**src/rtl/sos_coef_loader.sv**
```systemverilog
// Coefficient loader for one second-order section: shadow bank written over valid/ready,
// swapped into the active bank atomically on a sample boundary after a commit.
module sos_coef_loader #(
   parameter int COEF_W    = 16,
   parameter int ERR_CNT_W = 8
) (
   input  logic                 clk,
   input  logic                 reset,
   input  logic                 wr_valid,
   output logic                 wr_ready,
   input  logic [1:0]           wr_addr,
   input  logic [COEF_W-1:0]    wr_data,
   input  logic                 commit,
   input  logic                 sample_strobe,
   output logic [COEF_W-1:0]    a_1_1,
   output logic [COEF_W-1:0]    a_2_1,
   output logic [COEF_W-1:0]    b_1_1,
   output logic [COEF_W-1:0]    b_2_1,
   output logic                 filter_run,
   output logic                 pending,
   output logic                 commit_err,
   output logic [ERR_CNT_W-1:0] err_cnt
);

   typedef enum logic [1:0] {
      IDLE  = 2'd0,
      ARMED = 2'd1,
      APPLY = 2'd2
   } state_t;

   state_t                state_q;
   logic [COEF_W-1:0]     shadow_q [4];
   logic [COEF_W-1:0]     active_q [4];
   logic [3:0]            mask_q;
   logic                  filter_run_q;
   logic                  commit_err_q;
   logic [ERR_CNT_W-1:0]  err_cnt_q;

   logic                  wr_fire;
   logic [3:0]            mask_d;
   logic                  mask_full;
   logic [ERR_CNT_W-1:0]  err_cnt_d;

   // Writes are only accepted in IDLE, so the shadow bank is frozen while a swap is in flight.
   assign wr_ready = (state_q == IDLE) && !reset;
   assign wr_fire  = wr_valid && wr_ready;

   // NOTE: every signal gets a default at the top of always_comb so no path leaves it unassigned (no latch).
   always_comb begin
      mask_d    = mask_q;
      err_cnt_d = err_cnt_q;
      if (wr_fire) begin
         mask_d = mask_q | (4'b0001 << wr_addr);
      end
      if (err_cnt_q != {ERR_CNT_W{1'b1}}) begin
         err_cnt_d = err_cnt_q + {{(ERR_CNT_W-1){1'b0}}, 1'b1};
      end
   end

   // A write landing in the commit cycle counts towards completing the set.
   assign mask_full = &mask_d;

   // NOTE: sequential state uses non-blocking assignments only, so every register samples pre-edge values.
   // NOTE: the coefficient arrays are reset explicitly; the section must start from a known all-zero set.
   always_ff @(posedge clk or posedge reset) begin
      if (reset) begin
         state_q      <= IDLE;
         mask_q       <= 4'b0000;
         filter_run_q <= 1'b0;
         commit_err_q <= 1'b0;
         err_cnt_q    <= '0;
         for (int i = 0; i < 4; i++) begin
            shadow_q[i] <= '0;
            active_q[i] <= '0;
         end
      end else begin
         commit_err_q <= 1'b0;
         if (wr_fire) begin
            shadow_q[wr_addr] <= wr_data;
         end
         case (state_q)
            IDLE: begin
               mask_q <= mask_d;
               if (commit) begin
                  if (mask_full) begin
                     state_q <= ARMED;
                  end else begin
                     commit_err_q <= 1'b1;
                     err_cnt_q    <= err_cnt_d;
                  end
               end
            end
            ARMED: begin
               if (sample_strobe) begin
                  state_q <= APPLY;
               end
            end
            APPLY: begin
               for (int i = 0; i < 4; i++) begin
                  active_q[i] <= shadow_q[i];
               end
               mask_q       <= 4'b0000;
               filter_run_q <= 1'b1;
               state_q      <= IDLE;
            end
            default: begin
               state_q <= IDLE;
            end
         endcase
      end
   end

   assign pending    = (state_q != IDLE);
   assign a_1_1      = active_q[0];
   assign a_2_1      = active_q[1];
   assign b_1_1      = active_q[2];
   assign b_2_1      = active_q[3];
   assign filter_run = filter_run_q;
   assign commit_err = commit_err_q;
   assign err_cnt    = err_cnt_q;

endmodule

```
**config.mk**
```make
export PLATFORM = sky130hd
export DESIGN_NAME = sos_coef_loader
export DESIGN_NICKNAME = d
export VERILOG_FILES = /design/src/rtl/sos_coef_loader.sv
export SDC_FILE = /design/constraint.sdc
export NUM_CORES = 1
export LEC_CHECK = 0
export ABC_AREA = 0
export CAP_MARGIN = 20
export CORE_MARGIN = 10
export CORE_UTILIZATION = 45
export DETAILED_ROUTE_END_ITERATION = 7
export PLACE_DENSITY = 0.7
export SKIP_CTS_REPAIR_TIMING = 1
export SLEW_MARGIN = 20
export SYNTH_ARGS = -nofsm -noshare
export SYNTH_HDL_FRONTEND = slang
export SYNTH_SLANG_ARGS = --single-unit
```
**constraint.sdc**
```tcl
create_clock -name clk -period 11.4 [get_ports clk]
set_clock_uncertainty 0.1 [all_clocks]
set_input_delay 1.71 -clock clk [delete_from_list [all_inputs] [get_ports clk]]
set_output_delay 1.71 -clock clk [all_outputs]
set_load 0.03 [all_outputs]
```
# Word-level counts from Yosys, hierarchy flattened
# Cells that the tools add are included.
# word_totals
regBits,144
latch_bits,0
ram_bits,0
rom_bits,0
in_bits,23
output_inout_bits,76
elab_cells,48
mem_count,0
# op_classes
addsub,1
multipliers,0
div_mod_pow,0
magnitude_cmp,2
eq_ne,6
shifts,1
mux,12
bitwise,3
reduce_logical,10
# ops
cell,count
bitwise mux 64 bit,1
demux 16 bit (select 2 bit),1
2-to-1 mux 16 bit,1
adder 8 x 1 -> 8 bit (second input constant),1
inequality test 8 bit (second input constant),1
one-hot mux 4 bit (2 select lines),1
AND reduction 4 bit,2
2-to-1 mux 2 bit,3
inequality test 2 bit (second input constant),3
2-to-1 mux 4 bit,1
bitwise OR 4 bit,1
one-hot mux 2 bit (2 select lines),1
nonzero test 2 bit,2
left shift 1 x 2 -> 4 bit (first input constant),1
>= comparator 3 bit (second input constant),1
logical AND 1 bit,3
less-than comparator 3 x 1 -> 1 bit (second input constant),1
2-to-1 mux 1 bit,3
inverter 2 -> 3 bit,1
AND reduction 3 bit,1
equality test 2 x 1 -> 1 bit (second input constant),1
equality test 2 bit (second input constant),1
zero test 2 bit,1
zero test 1 bit,1
inverter 1 bit,1

# Depth between registers and ports, before layout
# depth
ltp_word,8
ltp_mapped,5
depth_no_buf,5

# Worst setup path after synthesis
# Ideal clock, no wire load.
# synth_timing
path_type,input-to-output
start,input port reset
end,output port wr_ready
t_arrival_ns,2.123
required_ns,9.590
path_slack_ns,7.467
stages,1
path_buffers,0
path_cell_list,nor2_1
# synth_via
elab_chain_cells,2
# synth_lines
element,line_no,text
"start, declared",8,"input logic reset,"
zero test 1 bit (no source line),n/a,
logical AND 1 bit,45,assign wr_ready = (state_q == IDLE) && !reset;
"end, declared",10,"output logic wr_ready,"
# Every way passes these cells.

# Worst setup path after layout
# Ends and elaborated chain as after synthesis.

==> reports/results.tsv <==
stage	metric	value	unit
sta	transition at the pin with the smallest max-transition slack	0.927	ns
status	result of the run	complete, no violations	
placement	Final HPWL DP	7.47	mm
floorplan	Die Span Y	130	um
yosys	number of register bits inferred by synthesis	144	
yosys	sequential area share after synthesis	0.658	
floorplan	initial core utilization	0.458	
sta	final-layout setup total negative slack	0	ns
drt	number of vias in the routed layout	3145	
worst_setup_path	register-to-register setup slack	8.98	ns
worst_setup_path	Critical Path Start Type	input pin	
clocking	clock tree from TritonCTS	built	
placement	routability congestion estimate	0.734	
drt	# DRC	0	
cells_and_area	share of cells above drive strength 1	0.373	
drt	count of antenna-violating nets left after detailed routing	0	
sta	crit path time final	4.91	ns
sta	worst-case setup margin in the final layout	6.49	ns
clocking	TritonCTS Sinks	144	
worst_setup_path	Reg2Reg Launch Point	state_q[0]	
job	max capacitance violation total	0	
worst_hold_path	Hold WC Path Type	register to register	
sta	Max transition margin	0.381	
sta	timing-limited maximum frequency	204	MHz
drt	Detailed Route Iter0 Violations	164	
floorplan	horizontal die dimension	130	um
sta	Max Transition Viols Final	0	
yosys	Post-Syn Area per Cell	16.1	sq um
cells_and_area	most common cell after layout, fill and taps aside	sky130_fd_sc_hd__dfrtp_1	
worst_setup_path	worst setup path class	input pin to output pin	
clocking	clock buffers created by TritonCTS	17	
grt	overflow left after global routing	0	
drt	Routed Wire Length	11.5	mm
clocking	Clk Latency, worst-skew pair	0.41	ns
floorplan	site row count	40	
cells_and_area	number of antenna cells inserted	0	
worst_hold_path	Endpoint, Worst Hold	filter_run	
cells_and_area	top library cells by usage in the layout, fill and taps aside	sky130_fd_sc_hd__dfrtp_1, sky130_fd_sc_hd__mux2_2, sky130_fd_sc_hd__clkdlybuf4s50_1	
power	PD cells	326	nW/um^2
cells_and_area	net count of the finished layout	472	
drt	Pre-Repair DR Iteration Count	4	
power	Max VDD drop	0.168	mV
clocking	htree depth	4	
yosys	fraction of registers with async set/reset	1.00	
yosys	Mapped Area	5480	sq um
power	leakage	3.15	nW
worst_setup_path	required arrival time at the worst endpoint	9.59	ns
sta	Fin. Hold Viols	0	
worst_setup_path	reg2reg path depth	5	
placement	count of port buffers added during placement	98	
yosys	Synth warnings	0	
sta	RSZ-0062 raised after global routing	no	
yosys	nets in the synthesized netlist	365	
floorplan	core footprint	12000	sq um
placement	worst slack at placement	6.50	ns
clocking	clock tree buffer depth	2	
sta	count of endpoints failing setup in the final report	0	
worst_hold_path	start point of the worst hold path	filter_run	
clocking	clock root buffer	sky130_fd_sc_hd__clkbuf_16	
drt	average via count per standard cell	5.17	
floorplan	number of ports placed on the die boundary	99	
cells_and_area	signed area change from the synthesized netlist to the final layout	32.6	%
worst_setup_path	capture instance of the worst register-to-register path	err_cnt[1]	
yosys	dominant synthesized flop cell	sky130_fd_sc_hd__dfrtp_1	
worst_setup_path	worst endpoint data arrival time	3.10	ns
yosys	post-synth cell types	30	
grt	initial antenna violation count	0	
yosys	Post-synth EDFFs	0	
drt	wire length per cell after detailed routing	18.9	um
grt	number of global-route vias before repair	3417	
clocking	Worst-path clk slew	0.06	ns
worst_hold_path	number of cells on the worst hold path	1	
yosys	Post-Synthesis Cells	341	
grt	global-route wire length before repair	18.5	mm
worst_setup_path	kind of capture point of the worst setup path	output pin	
sta	ratio of final minimum period to clock period	0.430	
worst_setup_path	CP Max Fanout	4	
grt	GRT Util Overall	0.144	
grt	pin count of the biggest net entering global routing	77	
floorplan	area enclosed by the die boundary	17000	sq um
## cell families after synthesis
| logic type | after synthesis | synth area share |
|---|---|---|
| fa+ha+maj | 1 | 0.00228 |
| buf+inv | 16 | 0.0116 |
| simple gates | 35 | 0.0356 |
| xor+xnor | 5 | 0.00799 |
| compound gates | 10 | 0.0174 |
| flops | 144 | 0.658 |
| mux | 130 | 0.267 |
## state kept, by name, summed over array words and instances, names as in the netlist
| register | count |
|---|---|
| b_1_1 | 16 |
| a_1_1 | 16 |
| a_2_1 | 16 |
| mask_q | 4 |
| filter_run | 1 |
| commit_err | 1 |
| b_2_1 | 16 |
| err_cnt | 8 |
| state_q | 2 |
| shadow_q | 64 |
## cells in the mapped netlist (2+ instances only)
cell	number	area share
sky130_fd_sc_hd__dfrtp_1	144	0.66
sky130_fd_sc_hd__mux2_2	128	0.26
sky130_fd_sc_hd__nor2_1	10	0.0069
sky130_fd_sc_hd__nand2_1	8	0.0055
sky130_fd_sc_hd__buf_1	6	0.0041
sky130_fd_sc_hd__a21oi_1	4	0.0037
sky130_fd_sc_hd__inv_1	4	0.0027
sky130_fd_sc_hd__xor2_1	4	0.0064
sky130_fd_sc_hd__buf_2	3	0.0027
sky130_fd_sc_hd__clkbuf_1	3	0.0021
sky130_fd_sc_hd__nor3_1	3	0.0027
sky130_fd_sc_hd__a21oi_2	2	0.0032
sky130_fd_sc_hd__mux2_1	2	0.0041
sky130_fd_sc_hd__nand3_1	2	0.0018
sky130_fd_sc_hd__nor2b_1	2	0.0023
sky130_fd_sc_hd__or2_2	2	0.0023
## layout make-up
type	count	area [sq um]
Inverter	4	20.0
Timing Repair Buffer	100	996
Clock inverter	12	188
Tap cell	147	184
Multi-Input combinational cell	181	1820
Clock buffer	20	457
Sequential cell	144	3600
Fill cell	940	4700
## worst max-delay path, cell delays in order
cell                              delay (ns)
sky130_fd_sc_hd__clkdlybuf4s50_1        0.52
sky130_fd_sc_hd__nor2_1                 0.16
sky130_fd_sc_hd__clkdlybuf4s50_1        0.71
## per-stage QoR
step                 util  instance area (sq um)  total power [mW]  hold slack [ns]  cells
detailed placement  0.554                   6620              1.79            0.359    576
floorplan               -                   5480              1.42            0.374    341
CTS                 0.607                   7270              2.40            0.381    608
finish              0.607                   7270              2.37            0.377    608
global placement    0.554                   6620              1.76            0.352    576
global route        0.607                   7270              2.49            0.409    608
## power breakdown
part | total [mW] | internal, mW | switching, mW | leakage (nW)
clock | 0.601 | 0.397 | 0.203 | 0.319
sequential | 0.891 | 0.754 | 0.137 | 1.75
combinational | 0.876 | 0.430 | 0.446 | 1.09
## worst max-delay path by stage
stage                     endpoint  depth (start not counted)   from  slack [ns]
after global placement    wr_ready                          3  reset        6.54
after detailed placement  wr_ready                          3  reset        6.50
after floorplan           a_1_1[0]                          1  reset        5.72
final                     wr_ready                          3  reset        6.49
after CTS                 wr_ready                          3  reset        6.49
after global routing      wr_ready                          3  reset        6.44
## per-layer routing
metal	up-vias	track usage	wire, um
met3	15	0.0471	562
met4	0	0.0647	185
met5	-	0	0
li1	1417	-	-
met1	1653	0.171	4940
met2	60	0.233	5800
(Power assumes the default switching activity.)
